## config.mk

```make
export PLATFORM = sky130hd
export DESIGN_NAME = log2_pipe
export DESIGN_NICKNAME = d
export VERILOG_FILES = /design/src/rtl/log2_pipe.sv
export SDC_FILE = /design/constraint.sdc
export NUM_CORES = 1
export LEC_CHECK = 0
export BUFFER_PORTS_ARGS = -buffer_cell sky130_fd_sc_hd__buf_2
export CAP_MARGIN = 20
export CORE_ASPECT_RATIO = 1.75
export CORE_MARGIN = 8
export CORE_UTILIZATION = 40
export DETAILED_ROUTE_END_ITERATION = 6
export MAX_ROUTING_LAYER = met4
export PLACE_DENSITY = 0.69
export SYNTH_ARGS = -nofsm -noshare
export SYNTH_HDL_FRONTEND = slang
export SYNTH_SLANG_ARGS = --single-unit
```

## constraint.sdc

```tcl
create_clock -name clk_in -period 6.9 [get_ports clk_in]
set_clock_uncertainty 0.2 [all_clocks]
set_input_delay 1.38 -clock clk_in [delete_from_list [all_inputs] [get_ports clk_in]]
set_output_delay 1.38 -clock clk_in [all_outputs]
set_load 0.02 [all_outputs]
```

## src/rtl/log2_pipe.sv

```systemverilog
// Three-stage pipelined log2 approximator with valid/ready handshake, tag and zero flag.
// Define LOG2_PIPE_ROUND_EN for round-to-nearest fractions; default truncates.
module log2_pipe #(
  parameter int IN_WIDTH  = 32,
  parameter int FRAC_BITS = 3,
  parameter int TAG_WIDTH = 4
) (
  input  logic                  clk_in,
  input  logic                  rst_n_in,
  input  logic                  in_valid_in,
  output logic                  in_ready_out,
  input  logic [IN_WIDTH-1:0]   log_in,
  input  logic [TAG_WIDTH-1:0]  tag_in,
  output logic                  out_valid_out,
  input  logic                  out_ready_in,
  output logic [$clog2(IN_WIDTH)+FRAC_BITS-1:0] log_out,
  output logic [TAG_WIDTH-1:0]  tag_out,
  output logic                  zero_out
);

  localparam int IDX_WIDTH = $clog2(IN_WIDTH);
  localparam int OUT_WIDTH = IDX_WIDTH + FRAC_BITS;
  localparam int PW        = 1 << IDX_WIDTH;
  localparam int EW        = IN_WIDTH + FRAC_BITS + 1;

  logic                 rdy_q;
  logic                 s1_v, s2_v, s3_v;
  logic                 s1_ld, s2_ld, s3_ld, acc;
  logic [IN_WIDTH-1:0]  s1_op, s2_op;
  logic [TAG_WIDTH-1:0] s1_tag, s2_tag;
  logic [IDX_WIDTH-1:0] s2_idx, idx_c;
  logic                 s2_zero;
  logic [PW-1:0]        srch;
  logic [IDX_WIDTH-1:0] sh;
  logic [EW-1:0]        ext;
  logic [FRAC_BITS-1:0] frac;
  logic [OUT_WIDTH-1:0] res;
  logic                 unused_ext;

  assign s3_ld        = !s3_v || out_ready_in;
  assign s2_ld        = !s2_v || s3_ld;
  assign s1_ld        = !s1_v || s2_ld;
  assign in_ready_out = rdy_q && s1_ld;
  assign acc          = in_valid_in && in_ready_out;
  assign out_valid_out = s3_v;

  // Halving search: each step tests whether the upper half of the window is non-zero.
  always_comb begin
    srch  = PW'(s1_op);
    idx_c = '0;
    for (int k = IDX_WIDTH - 1; k >= 0; k--) begin
      if (|(srch >> (1 << k))) begin
        idx_c = idx_c | IDX_WIDTH'(1 << k);
        srch  = srch >> (1 << k);
      end
    end
  end

  // Normalise so the leading one lands at the top; fraction and guard follow it.
  always_comb begin
    sh   = IDX_WIDTH'(IN_WIDTH - 1) - s2_idx;
    ext  = {s2_op, {(FRAC_BITS + 1){1'b0}}} << sh;
    frac = ext[EW-2 -: FRAC_BITS];
`ifdef LOG2_PIPE_ROUND_EN
    if (ext[EW-2-FRAC_BITS] && (&frac) &&
        s2_idx == IDX_WIDTH'(IN_WIDTH - 1))
      res = '1;
    else
      res = {s2_idx, frac} + OUT_WIDTH'(ext[EW-2-FRAC_BITS]);
`else
    res = {s2_idx, frac};
`endif
  end

  assign unused_ext = ^ext;

  always_ff @(posedge clk_in or negedge rst_n_in) begin
    if (!rst_n_in) begin
      rdy_q    <= 1'b0;
      s1_v     <= 1'b0;
      s2_v     <= 1'b0;
      s3_v     <= 1'b0;
      s1_op    <= '0;
      s1_tag   <= '0;
      s2_op    <= '0;
      s2_tag   <= '0;
      s2_idx   <= '0;
      s2_zero  <= 1'b0;
      log_out  <= '0;
      tag_out  <= '0;
      zero_out <= 1'b0;
    end else begin
      rdy_q <= 1'b1;
      if (s1_ld) s1_v <= acc;
      if (acc) begin
        s1_op  <= log_in;
        s1_tag <= tag_in;
      end
      if (s2_ld) s2_v <= s1_v;
      if (s1_v && s2_ld) begin
        s2_op   <= s1_op;
        s2_tag  <= s1_tag;
        s2_idx  <= idx_c;
        s2_zero <= (s1_op == '0);
      end
      if (s3_ld) s3_v <= s2_v;
      if (s2_v && s3_ld) begin
        log_out  <= res;
        tag_out  <= s2_tag;
        zero_out <= s2_zero;
      end
    end
  end

endmodule

```

==> results.md, run 1 <==
* Register bit total from synthesis at between 90 and 100
* Routed vias at between 2000 and 3000
* Post-synthesis sequential area ratio at 52.3%
* Class of the most critical setup path: input pin to output port
* Hold depth at 2
* Cell leakage power at approximately 2.2 nW
* I/O pin count at 55
* Clk_lat worst skew at 0.34 ns
* Resize count post-CTS at 0
* Detailed Route Iter0 Violations at 101
* Commonest non-fill, non-tap cells in the layout: dfrtp_1 (94), mux2_2 (80), buf_2 (53)
* Overall die width at a little under 100 microns
* WP data arrival at 2.02 ns
* Worst Path Required at 5.32 ns
* Mapped cell area at ~4500 sq um
* Largest net degree at the start of global routing at 50
* Ys async rst share at 100%
* Startpoint class of the critical path: input pin
* RR Endpoint: log_out[1]
* Synth Net Count at 352
* Post-synth EDFFs at 0
* Root Driver: clkbuf_16
* Synthesized instance count at 312
* CTS tree: yes
* Final setup vio count at 0
* Dpl cell area at 4890 sq um
* Drt first pass iters at 4
* Clk sinks at 94
* Multiplexer share of the synthesized area at 33.4%
* Longest Clk Path Bufs at 2
* Worst r2r src: s2_idx[0]
* Diode count at 0
* Commonest non-fill, non-tap cell in the layout: dfrtp_1
* R2R cell count at 5
* Worst slew pin tran at 1.05 ns
* Die area at 15000 sq um
* Fin area at 5190 sq um
* Main combinational cell family by area after synthesis: multiplexers
* Fin crit share at 52.1%
* Finished Layout Cells at 501
* Initial antenna violation count at 0
* Ys flop type: dfrtp_1
* Post-Place Cells at 484
* Layout Nets at roughly 400
* Starting Density at 40.7%
* Max-cap viol count at 0
* HPWL after DPL at 7.34 mm
* GRT Overall Usage at 14.4%
* Vias in the first global route at 3020
* YS warnings at 0
* Final Routed Wirelength at 9.79 mm
* Number of port buffers at 54
* Minimum clock period at between 3 and 4 ns
* GRT Residual Overflow at 0
* Synth Area in XOR/XNOR at 0%
* Synth-to-layout area growth at 15.3%
* Pwr Density at around 340 nW/um^2
* Fraction of layout cells with a size suffix above 1 at 51.5%
* Critical-path maximum fanout at 3
* Syn Area/Cell at 14.4 sq um
* Hold Path Class: flip-flop to flip-flop
* CTS HTree Levels at 3
* Final Max Tran Viols at 0
* Max Freq at between 200 and 300 MHz
* Reg clk slew, reported paths at roughly 0.070 ns
* DRC viols at 0
* Die Y at 156 microns
* Synth cell types at 38
* Fill cells at 981
* Min-Delay Endpoint: log_out[2]
* Routability cong. at 0.873
* Setup bufs post-CTS at 0
* Synth Area in Adders at 0%
* Peak supply drop at 163 uV
* Unrepaired setup endpoints after global routing: false
* Row count at 51
* Crit. End Element: output port
* CTS buffer count at 9
* Antenna-violating nets left at 0
* Core area at 11000 sq um
* Worst R2R Setup Slack at 4.23 ns
* Worst Hold Launch: log_out[2]
* Vias per inst at 5.62
* Post-Synth Simple-Gate Area at under 10%
* Final hold vios at 0
* Setup_tns at 0 ns
* Global-route wire length before repair at between 15 and 20 mm
* Status: finished clean
* WL per Instance at 19.5 microns
* Compound-Gate Fraction of Synth Area at under 10%
* Slew headroom at roughly 30%
* Hold Buf Count CTS at 0
## final cells by class
type	instances	area [sq um]	area share, %
clock buffer	10	239	4.61
clock inverter	6	50.0	0.965
inverter	3	11.3	0.217
multi-input combinational	197	2060	39.7
sequential	94	2350	45.4
tap	132	165	3.18
timing repair buffer	59	310	5.98
## power breakdown
group          switching [mW]  internal [mW]  total (mW)  leakage, nW
Sequential              0.146          0.682       0.829         1.11
Clock                   0.215          0.260       0.475        0.142
Combinational           0.194          0.289       0.483        0.962
## state kept, by name (all words and copies together), names as in the netlist
signal,cells
s1_op,32
s2_op,31
log_out,8
s2_idx,5
s1_tag,4
s2_tag,4
tag_out,4
out_valid_out,1
rdy_q,1
s1_v,1
s2_v,1
s2_zero,1
zero_out,1
## cell usage after synthesis, drive strengths merged, types with 4 or more instances
cell    instances  share of area, %
a211oi          5              0.83
a21oi          13               1.5
buf             5              0.58
clkbuf         13               1.1
dfrtp          94                52
mux2           80                20
mux2i           4              0.89
mux4           25                13
nand2          18               1.5
nor4            5              0.83
o21ai          13               1.4
or4             4              0.83
## worst max-delay path by stage
| stage | startpoint | endpoint | slack, ns | depth (start not counted) |
|---|---|---|---|---|
| global route | out_ready_in | in_ready_out | 3.26 | 4 |
| global placement | out_ready_in | in_ready_out | 3.30 | 4 |
| detailed placement | out_ready_in | in_ready_out | 3.32 | 4 |
| finish | out_ready_in | in_ready_out | 3.30 | 4 |
| CTS | out_ready_in | in_ready_out | 3.31 | 4 |
| floorplan | out_ready_in | in_ready_out | 3.54 | 2 |
## routing by layer
layer / up-vias / track usage (%) / share of wire (%)
li1: 1284 / - / -
met3: 18 / 2.54 / 2.9
met2: 61 / 24.8 / 55
met5: - / - / 0
met1: 1452 / 15.1 / 38
met4: 0 / 7.15 / 3.7
## critical path, cell delays in order
cell and delay [ns]:
buf_2 0.11, nand4b_1 0.18, and2_1 0.19, buf_2 0.16
## cells by family (layout without fill, tap and decap cells)
kind of cell	Yosys count	after routing
DFF	94	94
and+or+nand+nor	47	47
AOI/OAI and AO/OA	40	40
buffers and inverters	21	78
muxes	109	109
other	1	1
## through the flow
step | utilization, % | setup WS, ns | hold WS (ns) | total power, mW
floorplan | - | 3.54 | 0.246 | 1.17
global placement | 44.3 | 3.30 | 0.263 | 1.31
detailed placement | 44.3 | 3.32 | 0.272 | 1.33
CTS | 46.9 | 3.31 | 0.287 | 1.81
global route | 47.0 | 3.26 | 0.314 | 1.89
finish | 47.0 | 3.30 | 0.279 | 1.79
Note: power is estimated with default switching activity, not from simulation.
==> inputs of run 2 (changes only) <==
--- a/config.mk
+++ b/config.mk
@@ -5,6 +5,7 @@
 export SDC_FILE = /design/constraint.sdc
 export NUM_CORES = 1
 export LEC_CHECK = 0
+export ABC_AREA = 1
 export BUFFER_PORTS_ARGS = -buffer_cell sky130_fd_sc_hd__buf_2
 export CAP_MARGIN = 20
 export CORE_ASPECT_RATIO = 1.75
@@ -12,7 +13,7 @@
 export CORE_UTILIZATION = 40
 export DETAILED_ROUTE_END_ITERATION = 6
 export MAX_ROUTING_LAYER = met4
-export PLACE_DENSITY = 0.69
+export PLACE_DENSITY = 0.72
 export SYNTH_ARGS = -nofsm -noshare
 export SYNTH_HDL_FRONTEND = slang
 export SYNTH_SLANG_ARGS = --single-unit
==> constraint.sdc (replaced) <==
create_clock -name clk_in -period 3 [get_ports clk_in]
set_clock_uncertainty 0.2 [all_clocks]
set_input_delay 0.6 -clock clk_in [delete_from_list [all_inputs] [get_ports clk_in]]
set_output_delay 0.6 -clock clk_in [all_outputs]
set_load 0.02 [all_outputs]
==> run 2 against run 1 <==
Effect of this change:
- via count grew 40%
- clock power rose by 140%
- combinational power grew 100%
- flip-flop and latch count did not move
- synthesized cell count rose by 82%
- final cell count increased by 52%
- first-iteration DRC count up 140%
- critical endpoint is now s2_idx[0]
- largest cell class unchanged
==> results.md, run 2 <==
* Status: finished clean (unchanged)
* Synth Area in XOR/XNOR at 0% (unchanged)
* Resize count post-CTS at 0 (unchanged)
* Ys async rst share at 100% (unchanged)
* Peak supply drop at 437 uV (was 163 uV)
* Initial antenna violation count at 0 (unchanged)
* Die area at 15400 sq um (was 15000 sq um)
* Longest Clk Path Bufs at 2 (unchanged)
* Global-route wire length before repair at 19.2 mm (was 15.9 mm)
* Slew headroom at 59.1% (was 30.0%)
* Vias per inst at 5.19 (was 5.62)
* GRT Overall Usage at 15.9% (was 14.4%)
* Compound-Gate Fraction of Synth Area at 16.8% (was 6.40%)
* Largest net degree at the start of global routing at 58 (was 50)
* Setup bufs post-CTS at 0 (unchanged)
* Starting Density at 40.5% (was 40.7%)
* Synth Area in Adders at 0% (unchanged)
* Most frequent cell after synthesis: nand2_1 (was dfrtp_1)
* GRT Residual Overflow at 0 (unchanged)
* Syn Area/Cell at 8.14 sq um (was 14.4 sq um)
* Number of port buffers at 54 (unchanged)
* Hold Path Class: input pin to async pin (was flip-flop to flip-flop)
* Class of the most critical setup path: flip-flop to flip-flop (was input pin to output port)
* Row count at 52 (was 51)
* DRC viols at 0 (unchanged)
* Reg clk slew, reported paths at 0.08 ns (was 0.07 ns)
* Setup_tns at 0 ns (unchanged)
* Core area at 11500 sq um (was 11000 sq um)
* WL per Instance at 15.5 microns (was 19.5 microns)
* Commonest non-fill, non-tap cell in the layout: nand2_1 (was dfrtp_1)
* Commonest cells in the netlist: nand2_1 (119), dfrtp_1 (94), o21ai_0 (74) (was dfrtp_1 (94), mux2_2 (80), mux4_2 (25))
* Die Y at 158 microns (was 156 microns)
* Routed vias at 3943 (was 2815)
* Startpoint class of the critical path: flip-flop (was input pin)
* Mapped cell area at 4630 sq um (was 4500 sq um)
* Number of flip-flops in the largest register at 32 (unchanged)
* Unrepaired setup endpoints after global routing: false (unchanged)
* Drt first pass iters at 4 (unchanged)
* Commonest non-fill, non-tap cells in the layout: nand2_1 (118), dfrtp_1 (94), o21ai_0 (74) (was dfrtp_1 (94), mux2_2 (80), buf_2 (53))
* Crit. End Element: flip-flop (was output port)
* Clk_lat worst skew at 0.35 ns (was 0.34 ns)
* Synthesized instance count at 569 (was 312)
* Main combinational cell family by area after synthesis: simple AND/OR/NAND/NOR gates (was multiplexers)
* Critical-path maximum fanout at 8 (was 3)
* Ys flop type: dfrtp_1 (unchanged)
* Clk sinks at 94 (unchanged)
* Worst slew pin tran at 0.608 ns (was 1.05 ns)
* Max Freq at about 410 MHz
* CTS HTree Levels at 3 (unchanged)
* CTS buffer count at 9 (unchanged)
* Post-synth EDFFs at 0 (unchanged)
* Max-cap viol count at 0 (unchanged)
* HPWL after DPL at 9.24 mm (was 7.34 mm)
* Largest Register: s1_op (unchanged)
* Hold Buf Count CTS at 0 (unchanged)
* Final setup vio count at 0 (unchanged)
* Final hold vios at 0 (unchanged)
* Worst Path Required at 3.07 ns (was 5.32 ns)
* RR Endpoint: s2_idx[0] (was log_out[1])
* Storage cell area at 2350 sq um (unchanged)
* Post-Synth Simple-Gate Area at 23.0% (was 5.84%)
* Diode count at 0 (unchanged)
* Post-synth top area cell: dfrtp_1 (unchanged)
* Root Driver: clkbuf_16 (unchanged)
* Final Routed Wirelength at 11.7 mm (was 9.79 mm)
* Antenna-violating nets left at 0 (unchanged)
* Synth Net Count at 609 (was 352)
* Synth cell types at 33 (was 38)
* I/O pin count at 55 (unchanged)
* Post-synthesis sequential area ratio at 50.8% (was 52.3%)
* CTS tree: yes (unchanged)
* Minimum clock period at 2.45 ns
* Detailed Route Iter0 Violations at 239 (was 101)
* R2R cell count at 13 (was 5)
* Register bit total from synthesis at 94 (unchanged)
* YS warnings at 0 (unchanged)
* Multiplexer share of the synthesized area at 2.27% (was 33.4%)
* Pwr Density at 702 nW/um^2 (was 345 nW/um^2)
* Multi-input gate area at 1950 sq um (was 2060 sq um)
* Vias in the first global route at 4005 (was 3020)
* Final Max Tran Viols at 0 (unchanged)
* WP data arrival at 2.52 ns (was 2.02 ns)
* Fill cells at 1099 (was 981)
* Overall die width at 97.3 microns (was 96.2 microns)
* Hold_ws at 0.0186 ns (was 0.279 ns)
* Routability cong. at 0.904 (was 0.873)
* Biggest regs: s1_op x32, s2_op x31, log_out x8 (unchanged)
* Fraction of layout cells with a size suffix above 1 at 18.9% (was 51.5%)
* Worst r2r src: s1_op[18] (was s2_idx[0])
* Cell leakage power at 2.72 nW (was 2.21 nW)
* Worst R2R Setup Slack at 0.55 ns (was 4.23 ns)
* Synth area leaders: dfrtp_1 (51%), nand2_1 (9.6%), o21ai_0 (8.0%), a21oi_1 (5.2%), nor2_1 (5.2%) (was dfrtp_1 (52%), mux2_2 (20%), mux4_2 (13%), nand2_1 (1.5%), a21oi_1 (1.3%))
* Layout Nets at 660 (was 404)
* Synth top area share at 50.8% (was 52.3%)
* Synth-to-layout area growth at 16.0% (was 15.3%)
* Crit. Startpoint: s1_op[18] (was out_ready_in)
* Fin crit share at between 80 and 90%
==> run 2: cell types whose count changed after synthesis, moves of 14 or more <==
| cell | change |
|---|---|
| a21oi_1 | +36 |
| inv_1 | +54 |
| mux2_2 | -76 |
| mux4_2 | -25 |
| nand2_1 | +101 |
| nand2_2 | +16 |
| nand3_1 | +14 |
| nor2_1 | +61 |
| o21ai_0 | +62 |
==> run 2: kinds of logic after synthesis <==
group                  Yosys count
other                            1
buffers and inverters           85
AND/OR/NAND/NOR                236
AO/OA/AOI/OAI                  143
flip-flops                      94
multiplexers                    10
==> run 2: per-layer routing <==
| metal | routed length [microns] | up-vias | track usage, % |
|---|---|---|---|
| li1 | - | 1964 | - |
| met1 | 4570 | 1832 | 15.9 |
| met2 | 6280 | 106 | 28.4 |
| met3 | 317 | 41 | 2.00 |
| met4 | 587 | 0 | 10.9 |
| met5 | 0 | - | - |
==> run 2: stage by stage <==
step | instances | worst slack (ns) | area [sq um] | power [mW] | util [%]
finish | 760 | 0.551 | 5370 | 3.77 | 46.9
global route | 760 | 0.290 | 5370 | 4.00 | 46.9
CTS | 760 | 0.578 | 5370 | 3.81 | 46.9
detailed placement | 744 | 0.586 | 5070 | 2.68 | 44.3
global placement | 744 | 0.696 | 5070 | 2.64 | 44.3
floorplan | 569 | 0.786 | 4630 | 2.32 | -
==> run 2: cell type report <==
| cell class | instances | share of cell area (%) |
|---|---|---|
| inverters | 59 | 4.12 |
| flip-flops and latches | 94 | 43.8 |
| repair buffers | 66 | 6.99 |
| clock inverters | 7 | 1.40 |
| clock buffers | 9 | 4.19 |
| multi-input cells | 390 | 36.4 |
| well taps | 135 | 3.14 |
==> run 2: worst max path at each step <==
stage	end
after floorplan	s1_op[0]
after global placement	s2_idx[0]
after detailed placement	s2_idx[0]
after CTS	s2_idx[0]
after global routing	s2_idx[0]
final	s2_idx[0]
==> run 2: report_power, final <==
| group | switching [mW] | internal (mW) | total, mW |
|---|---|---|---|
| clock network | 0.530 | 0.589 | 1.12 |
| logic | 0.639 | 0.337 | 0.976 |
| registers | 0.168 | 1.51 | 1.68 |
==> run 2: worst max-delay path, cell delays in order, from the launching register on <==
cell,delay [ns]
dfrtp_1,0.43
nor2_2,0.16
nand2_4,0.08
nor2_8,0.16
nand3_1,0.11
nand2_1,0.14
nand2_2,0.08
nor2_4,0.17
nand2_1,0.13
o21ai_0,0.29
nand3_1,0.13
nand2_1,0.08
nand3_1,0.08
a21oi_1,0.13
